===== src/rtl/temp_ctrl_pkg.sv =====
// Shared temperature-controller definitions: setpoint width/range defaults
// and the setpoint edit-session state encoding.
package temp_ctrl_pkg;

  localparam int SP_W_DEF       = 8;
  localparam int SP_MIN_DEF     = 0;
  localparam int SP_MAX_DEF     = 99;
  localparam int SP_DEFAULT_DEF = 25;

  typedef enum logic [1:0] {
    IDLE   = 2'd0,
    EDIT   = 2'd1,
    COMMIT = 2'd2
  } sp_state_e;

endpackage


===== src/rtl/key_setpoint_if.sv =====
// Key-pulse inputs and setpoint/display outputs of key_setpoint.
// The master side drives the keys; the slave side is the setpoint block.
interface key_setpoint_if import temp_ctrl_pkg::*; #(
  parameter int SP_W = SP_W_DEF
);
  logic            key1_in;
  logic            key2_in;
  logic            key3_in;
  logic [SP_W-1:0] setpoint;
  logic [SP_W-1:0] edit_value;
  logic            editing;
  logic            blink;
  logic            sp_update;

  modport master (
    output key1_in, key2_in, key3_in,
    input  setpoint, edit_value, editing, blink, sp_update
  );

  modport slave (
    input  key1_in, key2_in, key3_in,
    output setpoint, edit_value, editing, blink, sp_update
  );
endinterface


===== src/rtl/key_edge_det.sv =====
// Registered rising-edge detector for a small bundle of level key pulses.
// edge_o is high for the first sampled-high cycle of each pulse only.
module key_edge_det #(
  parameter int W = 3
) (
  input  logic         clk,
  input  logic         rst,
  input  logic [W-1:0] key_i,
  output logic [W-1:0] edge_o
);
  logic [W-1:0] key_q;

  // Previous-cycle key levels
  always_ff @(posedge clk) begin
    if (rst) begin
      key_q <= {W{1'b0}};
    end else begin
      key_q <= key_i;
    end
  end

  assign edge_o = key_i & ~key_q;
endmodule


===== src/rtl/key_setpoint.sv =====
// Setpoint edit session driven by debounced mode/up/down key pulses.
// Define SETPOINT_TIMEOUT_EN to abandon an idle edit after TIMEOUT_CYC cycles.
module key_setpoint import temp_ctrl_pkg::*; #(
  parameter int SP_W        = SP_W_DEF,
  parameter int SP_MIN      = SP_MIN_DEF,
  parameter int SP_MAX      = SP_MAX_DEF,
  parameter int SP_DEFAULT  = SP_DEFAULT_DEF,
  parameter int STEP        = 1,
  parameter int TIMEOUT_CYC = 500000,
  parameter int BLINK_CYC   = 250000
) (
  input logic           clk,
  input logic           rst,
  key_setpoint_if.slave bus
);
  localparam logic [1:0] S_IDLE   = IDLE;
  localparam logic [1:0] S_EDIT   = EDIT;
  localparam logic [1:0] S_COMMIT = COMMIT;
  localparam int         BCNT_W   = $clog2(BLINK_CYC + 1);

  logic [2:0]        key_s;
  logic [2:0]        edge_s;
  logic [1:0]        state_q, state_d;
  logic [SP_W-1:0]   sp_q, sp_d;
  logic [SP_W-1:0]   ev_q, ev_d;
  logic              editing_q, editing_d;
  logic              blink_q, blink_d;
  logic              upd_q, upd_d;
  logic [BCNT_W-1:0] bcnt_q, bcnt_d;
  logic [SP_W:0]     inc_s;
  logic [SP_W:0]     dec_floor_s;
  logic [SP_W-1:0]   inc_sat_s;
  logic [SP_W-1:0]   dec_sat_s;
`ifdef SETPOINT_TIMEOUT_EN
  localparam int TMO_W = $clog2(TIMEOUT_CYC + 1);
  logic [TMO_W-1:0]  tmo_q, tmo_d;
`else
  logic              unused_timeout_s;
  assign unused_timeout_s = ^TIMEOUT_CYC;
`endif

  assign key_s = {bus.key3_in, bus.key2_in, bus.key1_in};

  key_edge_det #(.W(3)) u_edge (
    .clk    (clk),
    .rst    (rst),
    .key_i  (key_s),
    .edge_o (edge_s)
  );

  // Saturating steps computed one bit wider so neither end can wrap.
  assign inc_s       = {1'b0, ev_q} + (SP_W+1)'(STEP);
  assign inc_sat_s   = (inc_s > (SP_W+1)'(SP_MAX)) ? SP_W'(SP_MAX) : inc_s[SP_W-1:0];
  assign dec_floor_s = (SP_W+1)'(SP_MIN) + (SP_W+1)'(STEP);
  assign dec_sat_s   = ({1'b0, ev_q} < dec_floor_s) ? SP_W'(SP_MIN) : ev_q - SP_W'(STEP);

  // Edit-session next state; key1 > key2 > key3 with one action per cycle
  always_comb begin
    state_d   = state_q;
    sp_d      = sp_q;
    ev_d      = ev_q;
    editing_d = editing_q;
    blink_d   = blink_q;
    bcnt_d    = bcnt_q;
    upd_d     = 1'b0;
`ifdef SETPOINT_TIMEOUT_EN
    tmo_d     = tmo_q;
`endif
    case (state_q)
      S_IDLE: begin
        if (edge_s[0]) begin
          state_d   = S_EDIT;
          ev_d      = sp_q;
          editing_d = 1'b1;
          blink_d   = 1'b1;
          bcnt_d    = {BCNT_W{1'b0}};
`ifdef SETPOINT_TIMEOUT_EN
          tmo_d     = {TMO_W{1'b0}};
`endif
        end else begin
          state_d = S_IDLE;
        end
      end
      S_EDIT: begin
        if (bcnt_q == BCNT_W'(BLINK_CYC - 1)) begin
          blink_d = ~blink_q;
          bcnt_d  = {BCNT_W{1'b0}};
        end else begin
          bcnt_d = bcnt_q + BCNT_W'(1);
        end
`ifdef SETPOINT_TIMEOUT_EN
        tmo_d = {TMO_W{1'b0}};
`endif
        if (edge_s[0]) begin
          state_d   = S_COMMIT;
          editing_d = 1'b0;
          blink_d   = 1'b0;
          bcnt_d    = {BCNT_W{1'b0}};
        end else if (edge_s[1]) begin
          ev_d = inc_sat_s;
        end else if (edge_s[2]) begin
          ev_d = dec_sat_s;
        end else begin
`ifdef SETPOINT_TIMEOUT_EN
          if (tmo_q == TMO_W'(TIMEOUT_CYC - 1)) begin
            state_d   = S_IDLE;
            ev_d      = sp_q;
            editing_d = 1'b0;
            blink_d   = 1'b0;
            bcnt_d    = {BCNT_W{1'b0}};
          end else begin
            tmo_d = tmo_q + TMO_W'(1);
          end
`else
          state_d = S_EDIT;
`endif
        end
      end
      S_COMMIT: begin
        sp_d    = ev_q;
        upd_d   = (ev_q != sp_q);
        state_d = S_IDLE;
      end
      default: begin
        state_d   = S_IDLE;
        ev_d      = sp_q;
        editing_d = 1'b0;
        blink_d   = 1'b0;
        bcnt_d    = {BCNT_W{1'b0}};
      end
    endcase
  end

  // State and output registers
  always_ff @(posedge clk) begin
    if (rst) begin
      state_q   <= S_IDLE;
      sp_q      <= SP_W'(SP_DEFAULT);
      ev_q      <= SP_W'(SP_DEFAULT);
      editing_q <= 1'b0;
      blink_q   <= 1'b0;
      upd_q     <= 1'b0;
      bcnt_q    <= {BCNT_W{1'b0}};
`ifdef SETPOINT_TIMEOUT_EN
      tmo_q     <= {TMO_W{1'b0}};
`endif
    end else begin
      state_q   <= state_d;
      sp_q      <= sp_d;
      ev_q      <= ev_d;
      editing_q <= editing_d;
      blink_q   <= blink_d;
      upd_q     <= upd_d;
      bcnt_q    <= bcnt_d;
`ifdef SETPOINT_TIMEOUT_EN
      tmo_q     <= tmo_d;
`endif
    end
  end

  assign bus.setpoint   = sp_q;
  assign bus.edit_value = ev_q;
  assign bus.editing    = editing_q;
  assign bus.blink      = blink_q;
  assign bus.sp_update  = upd_q;
endmodule


===== src/flat_wrapper.sv =====
// flat-port wrapper written by rule: the top's interface ports become plain ports
module key_setpoint_flat import temp_ctrl_pkg::*;
#(
  parameter int SP_W        = SP_W_DEF,
  parameter int SP_MIN      = SP_MIN_DEF,
  parameter int SP_MAX      = SP_MAX_DEF,
  parameter int SP_DEFAULT  = SP_DEFAULT_DEF,
  parameter int STEP        = 1,
  parameter int TIMEOUT_CYC = 500000,
  parameter int BLINK_CYC   = 250000
)
  (clk, rst, bus_key1_in, bus_key2_in, bus_key3_in, bus_setpoint, bus_edit_value, bus_editing, bus_blink, bus_sp_update);
  key_setpoint_if #(.SP_W(SP_W)) bus_i ();
  input logic clk;
  input logic rst;
  input wire logic [$bits(bus_i.key1_in)-1:0] bus_key1_in;
  input wire logic [$bits(bus_i.key2_in)-1:0] bus_key2_in;
  input wire logic [$bits(bus_i.key3_in)-1:0] bus_key3_in;
  output wire logic [$bits(bus_i.setpoint)-1:0] bus_setpoint;
  output wire logic [$bits(bus_i.edit_value)-1:0] bus_edit_value;
  output wire logic [$bits(bus_i.editing)-1:0] bus_editing;
  output wire logic [$bits(bus_i.blink)-1:0] bus_blink;
  output wire logic [$bits(bus_i.sp_update)-1:0] bus_sp_update;
  assign bus_i.key1_in = bus_key1_in;
  assign bus_i.key2_in = bus_key2_in;
  assign bus_i.key3_in = bus_key3_in;
  assign bus_setpoint = bus_i.setpoint;
  assign bus_edit_value = bus_i.edit_value;
  assign bus_editing = bus_i.editing;
  assign bus_blink = bus_i.blink;
  assign bus_sp_update = bus_i.sp_update;
  key_setpoint #(.SP_W(SP_W), .SP_MIN(SP_MIN), .SP_MAX(SP_MAX), .SP_DEFAULT(SP_DEFAULT), .STEP(STEP), .TIMEOUT_CYC(TIMEOUT_CYC), .BLINK_CYC(BLINK_CYC)) u_core (.clk(clk), .rst(rst), .bus(bus_i));
endmodule

===== config.mk =====
export PLATFORM = sky130hd
export DESIGN_NAME = key_setpoint_flat
export DESIGN_NICKNAME = d
export VERILOG_FILES = /design/src/rtl/temp_ctrl_pkg.sv /design/src/rtl/key_setpoint_if.sv /design/src/rtl/key_edge_det.sv /design/src/rtl/key_setpoint.sv /design/src/flat_wrapper.sv
export SDC_FILE = /design/constraint.sdc
export NUM_CORES = 1
export LEC_CHECK = 0
export ABC_CLOCK_PERIOD_IN_PS = 3300
export BUFFER_PORTS_ARGS = -buffer_cell sky130_fd_sc_hd__buf_2
export CAP_MARGIN = 5
export CELL_PAD_IN_SITES_DETAIL_PLACEMENT = 1
export CELL_PAD_IN_SITES_GLOBAL_PLACEMENT = 2
export CORE_UTILIZATION = 30
export DETAILED_ROUTE_END_ITERATION = 12
export PLACE_DENSITY = 0.77
export SLEW_MARGIN = 10
export SYNTH_ARGS = -nofsm -noshare
export SYNTH_HDL_FRONTEND = slang
export SYNTH_SLANG_ARGS = --single-unit

===== constraint.sdc =====
create_clock -name clk -period 3.3 [get_ports clk]
set_input_delay 0.165 -clock clk [delete_from_list [all_inputs] [get_ports clk]]
set_output_delay 0.165 -clock clk [all_outputs]
set_load 0.005 [all_outputs]

# ---- Word level (Yosys, flattened, before mapping)
# Cells that the tools add are included.
# Widths: inputs -> output; s select.
dict set report totals {
  reg_bits 42
  input_bits 5
  out_inout_bits 19
  word_cells 57
}
dict set report op_classes {
  add_sub_neg 3
  magnitude_cmp 2
  n_eq_ne 11
  mux 22
  n_bitwise 4
  n_reduce_logical 7
}
# cell count
set op_table {}
lappend op_table {{$mux 18} 3}
lappend op_table {{$pmux 18 s3} 1}
lappend op_table {{$mux 8} 6}
lappend op_table {{$pmux 8 s3} 1}
lappend op_table {{$add 18x1->18 const B} 1}
lappend op_table {{$eq 18x18->1 const B} 1}
lappend op_table {{$add 8x1->9 const B} 1}
lappend op_table {{$gt 9x7->1 const B} 1}
lappend op_table {{$lt 8x1->1 const B} 1}
lappend op_table {{$ne 8x8->1} 1}
lappend op_table {{$sub 8x1->8 const B} 1}
lappend op_table {{$mux 2} 3}
lappend op_table {{$ne 3x1->1 const B} 2}
lappend op_table {{$ne 3x3->1 const B} 2}
lappend op_table {{$pmux 1 s3} 2}
lappend op_table {{$reduce_and 3->1} 2}
lappend op_table {{$mux 1} 5}
lappend op_table {{$ne 2x1->1 const B} 2}
lappend op_table {{$pmux 2 s2} 1}
lappend op_table {{$reduce_and 2->1} 2}
lappend op_table {{$reduce_and 4->1} 1}
lappend op_table {{$and 3x3->3} 1}
lappend op_table {{$not 3->3} 1}
lappend op_table {{$eq 2x1->1 const B} 1}
lappend op_table {{other kinds (5)} 6}

# ---- Depth between registers and ports, before layout
dict set report logic_depth {
  word_depth 6
  depth_mapped 8
  depth_no_buf 7
}

# ---- Hierarchy
# From an unflattened synthesis, not the netlist that was laid out.
dict set report hier_totals {
  hier_cells 316
  hier_area_um2 2472.4
}
# mod instances cells_per_inst area_per_inst_um2 seq_area_each_um2
set modules_own_cells {}
lappend modules_own_cells {key_setpoint 1 307 2367.3 780.7}
lappend modules_own_cells {key_edge_det 1 9 105.1 60.1}

# ---- Least setup slack after synthesis
# No wires, ideal clock.
dict set report synth_path {
  path_kind {reg-to-reg}
  startpoint {register u_core.ev_q[0], in the netlist u_core.bus.edit_value[0]}
  endpoint {register u_core.ev_q[1], in the netlist u_core.bus.edit_value[1]}
  arrival_time_ns 2.018
  required_time_ns 3.214
  setup_slack_ns 1.197
  path_stages_with_launch 9
  path_buffers 1
  period_less_slack_ns 2.103
  cell_sequence {dfxtp_1 > buf_1 > inv_1 > ha_1 > nor3b_1 > a21oi_1 > a32o_1 > a31o_2 > a211oi_1}
}
dict set report synth_via {
  elab_chain_cells 6
}
# item line
set synth_lines {}
lappend synth_lines {{start, declared} key_setpoint.sv:25} ;# logic [SP_W-1:0] ev_q, ev_d;
lappend synth_lines {{start signal, assigned} key_setpoint.sv:139} ;# ev_q <= SP_W'(SP_DEFAULT);
lappend synth_lines {{start signal, assigned} key_setpoint.sv:150} ;# ev_q <= ev_d;
lappend synth_lines {{$add 8x1->9, or another cell as far along} key_setpoint.sv:52} ;# assign inc_s = {1'b0, ev_q} + (SP_W+1)'(STEP);
lappend synth_lines {{$gt 9x7->1 / $mux 8 (equally long branches)} {key_setpoint.sv:53, key_setpoint.sv:55}}
lappend synth_lines {{$mux 8, on equally long branches} {key_setpoint.sv:53, key_setpoint.sv:101}}
lappend synth_lines {{$mux 8 (*)} key_setpoint.sv:99} ;# end else if (edge_s[1]) begin
lappend synth_lines {{$mux 8 (*)} key_setpoint.sv:94} ;# if (edge_s[0]) begin
lappend synth_lines {{$pmux 8 s3 (*)} key_setpoint.sv:69} ;# case (state_q)
# Every way passes the cells marked *; elsewhere a longest branch is shown, timed or not. The select of a mux whose other input is x is not followed.
# A chain may end at the register's enable or synchronous reset.

# ---- Worst setup path after layout
dict set report layout_path {
  startpoint {register u_core.ev_q[2], in the netlist u_core.bus.edit_value[2]}
  endpoint {register u_core.ev_q[5], in the netlist u_core.bus.edit_value[5]}
}
# The elaborated chain is that of the path after synthesis.

==> impl_metrics.yaml <==
hold_path:
  min-delay-start: "bus_key2_in"
  hold_end: "u_core.u_edge.key_q[1]"
  hold_depth: 2
  min_path_type: "input port to register"
synthesis:
  netlist_area_sq_mm: 0.00244
  ys_ff_latch: 42
  synth_warnings: 0
  synth_edf_count: 0
  ys_seq_area_frac: 0.344
  ys.flop_type: "dfxtp_1"
  syn_nets: 317
  synthArstFlopShare: 0
  synth.distinct_cells: 52
  avgSynthCellArea_sq_um: 7.93
  synth_cells: 308
global_routing:
  overflow: 0
  antenna_found_initial: 0
  grt_start_max_net_pins: 22
  track_usage: 0.168
  grt_pass1_vias: 2265
  grt_pass1_wl_mm: 11.4
clock_network:
  insertion_delay_ns: 0.28
  cts.clk_slew.worst_paths_ns: 0.08
  cts_root_buf: "clkbuf_8"
  cts_sinks: 42
  cts_tree: "done"
  holdBufCountCts: 0
  ctsHtreeMaxLevel: 2
  ctsLongestPathBuffers: 2
  post_cts_buffers: 0
  numCtsBuffers: 5
  ctsResizeCount: 0
timing:
  hold_slack_ns: 0.117
  layout_min_cycle_time_ns: 2.32
  setup_viol: 0
  tns_ns: 0
  slew_violations: 0
  min_period_over_period: 0.704
  final_hold_viol_count: 0
  relSlewSlack: 0.466
  fin_skew_ns: 0.00313
  rsz0062_at_grt: "false"
  worstMarginPinSlew_ns: 0.801
  fmax_mhz: 430
worst_setup_path:
  r2r-start: "u_core.bus.edit_value[2]"
  crit_path_max_fanout: 17
  critPathCaptureType: "register"
  r2r_setup_slack_ns: 0.98
  timing.rr.end: "u_core.bus.edit_value[5]"
  critPathArrivalTime_ns: 2.51
  worstRegToRegCells: 5
  start_kind: "register"
  required_ns: 3.48
  critical_path_class: "register to register"
finish:
  layout.cells.non_filler: 424
  nets: 331
  diodes: 0
  fill_cells: 962
  syn_to_final_growth_pct: 10.9
  post_route_cells_drive_above_1_share: 0.121
power_and_ir_drop:
  cellPowerDensity_mw_per_mm2: 391
  power.total_mw: 1.06
  ir_worst_vdd_mv: 0.221
  p_leak_nw: 0.948
drt:
  vias_per_cell: 5.40
  totalWireLength_mm: 6.94
  wl_per_cell_um: 16.4
  ant_nets: 0
  drc_errors: 0
  initialDrtViolationCount: 102
  first_pass_iters: 4
  num_vias: 2290
die:
  die-area_sq_mm: 0.00851
  die_x_um: 92.3
  die_h_um: 92.3
  num_io_pins: 24
  placementRows: 32
  initial_core_util: 0.313
  core_sq_mm: 0.00781
place:
  portBuffers: 23
  dp_hpwl_mm: 4.88
  dp.cells: 417
  place.gp.congestion: 0.796
job:
  max_cap_violations: 0
status:
  status: "finished clean"
## metal layers
metal / up-vias / global-route usage / share of wire
li1: 1111 / - / -
met1: 1146 / 0.204 / 0.46
met2: 29 / 0.310 / 0.51
met3: 4 / 0.0315 / 0.022
met4: 0 / 0.0221 / 0.0049
met5: - / 0 / 0
## placed cells by master (no fill, tap or decap), drive strengths merged, types with 4 or more instances in the layout
| master | n |
|---|---|
| or4 | 4 |
| xor2 | 15 |
| inv | 11 |
| nand2 | 35 |
| xnor2 | 17 |
| nand3 | 11 |
| nand4 | 6 |
| clkbuf | 7 |
| nor3b | 5 |
| buf | 26 |
| nand2b | 4 |
| nor2b | 8 |
| a21oi | 20 |
| ha | 4 |
| dfxtp | 42 |
| nor4 | 4 |
| o211ai | 5 |
| o21ai | 15 |
| nor2 | 28 |
| nor3 | 14 |
## power by group
part           switching [mW]  internal (mW)
registers              0.0397          0.523
clock network           0.176          0.146
logic                   0.105         0.0698
total                   0.321          0.739
## synthesized netlist by cell type, types with 2 or more instances
cell type	n	share of area
nand3_1	11	0.023
dfxtp_1	42	0.34
nor3_1	14	0.029
ha_1	4	0.020
inv_1	11	0.017
buf_1	3	0.0046
and4b_1	2	0.0082
nand4_1	6	0.015
a31o_2	2	0.0072
nand2b_1	4	0.010
clkbuf_1	12	0.018
o21ai_0	13	0.027
o2111ai_1	2	0.0072
xnor2_1	17	0.061
and3_1	2	0.0051
buf_2	4	0.0082
o211ai_1	5	0.015
nor2_1	28	0.043
nor4_1	4	0.010
a21oi_1	20	0.041
a211o_1	2	0.0072
or4_4	2	0.0092
nand2_1	35	0.054
or4_1	2	0.0061
nor2b_1	8	0.020
xor2_1	15	0.054
or3_1	2	0.0051
nor4b_1	3	0.011
a211oi_1	3	0.0092
nor3b_1	5	0.015
nand3b_1	2	0.0061
a31oi_1	3	0.0077
## worst max-delay path, cell delays in order (launching register included)
cell and delay (ns):
dfxtp_1 0.73, nand3_1 0.26, nor3_1 0.29, mux2i_1 0.46, a21oi_1 0.13, o311a_1 0.34
## how the worst max path moves through the flow
stage	startpoint	endpoint	slack, ns	cells past startpoint
CTS	u_core.bus.edit_value[0]	u_core.bus.edit_value[1]	0.95	7
global placement	u_core.bus.edit_value[0]	u_core.bus.edit_value[1]	1.03	7
finish	u_core.bus.edit_value[2]	u_core.bus.edit_value[5]	0.98	5
global route	u_core.bus.edit_value[0]	u_core.bus.edit_value[1]	0.76	7
floorplan	u_core.bus.edit_value[0]	u_core.bus.edit_value[1]	1.20	8
detailed placement	u_core.bus.edit_value[0]	u_core.bus.edit_value[1]	0.96	7
## flip-flops by register name, indices dropped and copies added, names as in the netlist
register	cells
u_core.bcnt_q	18
u_core.bus.blink	1
u_core.bus.edit_value	8
u_core.bus.editing	1
u_core.bus.setpoint	8
u_core.bus.sp_update	1
u_core.state_q	2
u_core.u_edge.key_q	3
## final cells by class
| cell class | count | area [sq um] | area share |
|---|---|---|---|
| multi-input cells | 236 | 1490 | 0.548 |
| well taps | 102 | 128 | 0.0471 |
| flip-flops and latches | 42 | 841 | 0.310 |
| inverters | 11 | 41.3 | 0.0152 |
| clock buffers | 7 | 76.3 | 0.0282 |
| repair buffers | 26 | 138 | 0.0508 |
## cell families after synthesis
kind of cell,after synthesis,share of synthesized area
muxes,1,0.00410
buffers and inverters,30,0.0481
adders and majority gates,4,0.0205
xor gates and xnor gates,32,0.115
DFF,42,0.344
AOI/OAI and AO/OA,66,0.187
and+or+nand+nor,133,0.282
## stage by stage
step,util,worst slack [ns],instance area (sq um)
2_1_floorplan,-,1.20,2440
3_3_place_gp,0.337,1.03,2630
3_5_place_dp,0.337,0.959,2630
4_1_cts,0.347,0.946,2710
5_1_grt,0.347,0.756,2710
6_report,0.347,0.976,2710
No activity file was read; power rests on OpenSTA's default activity.
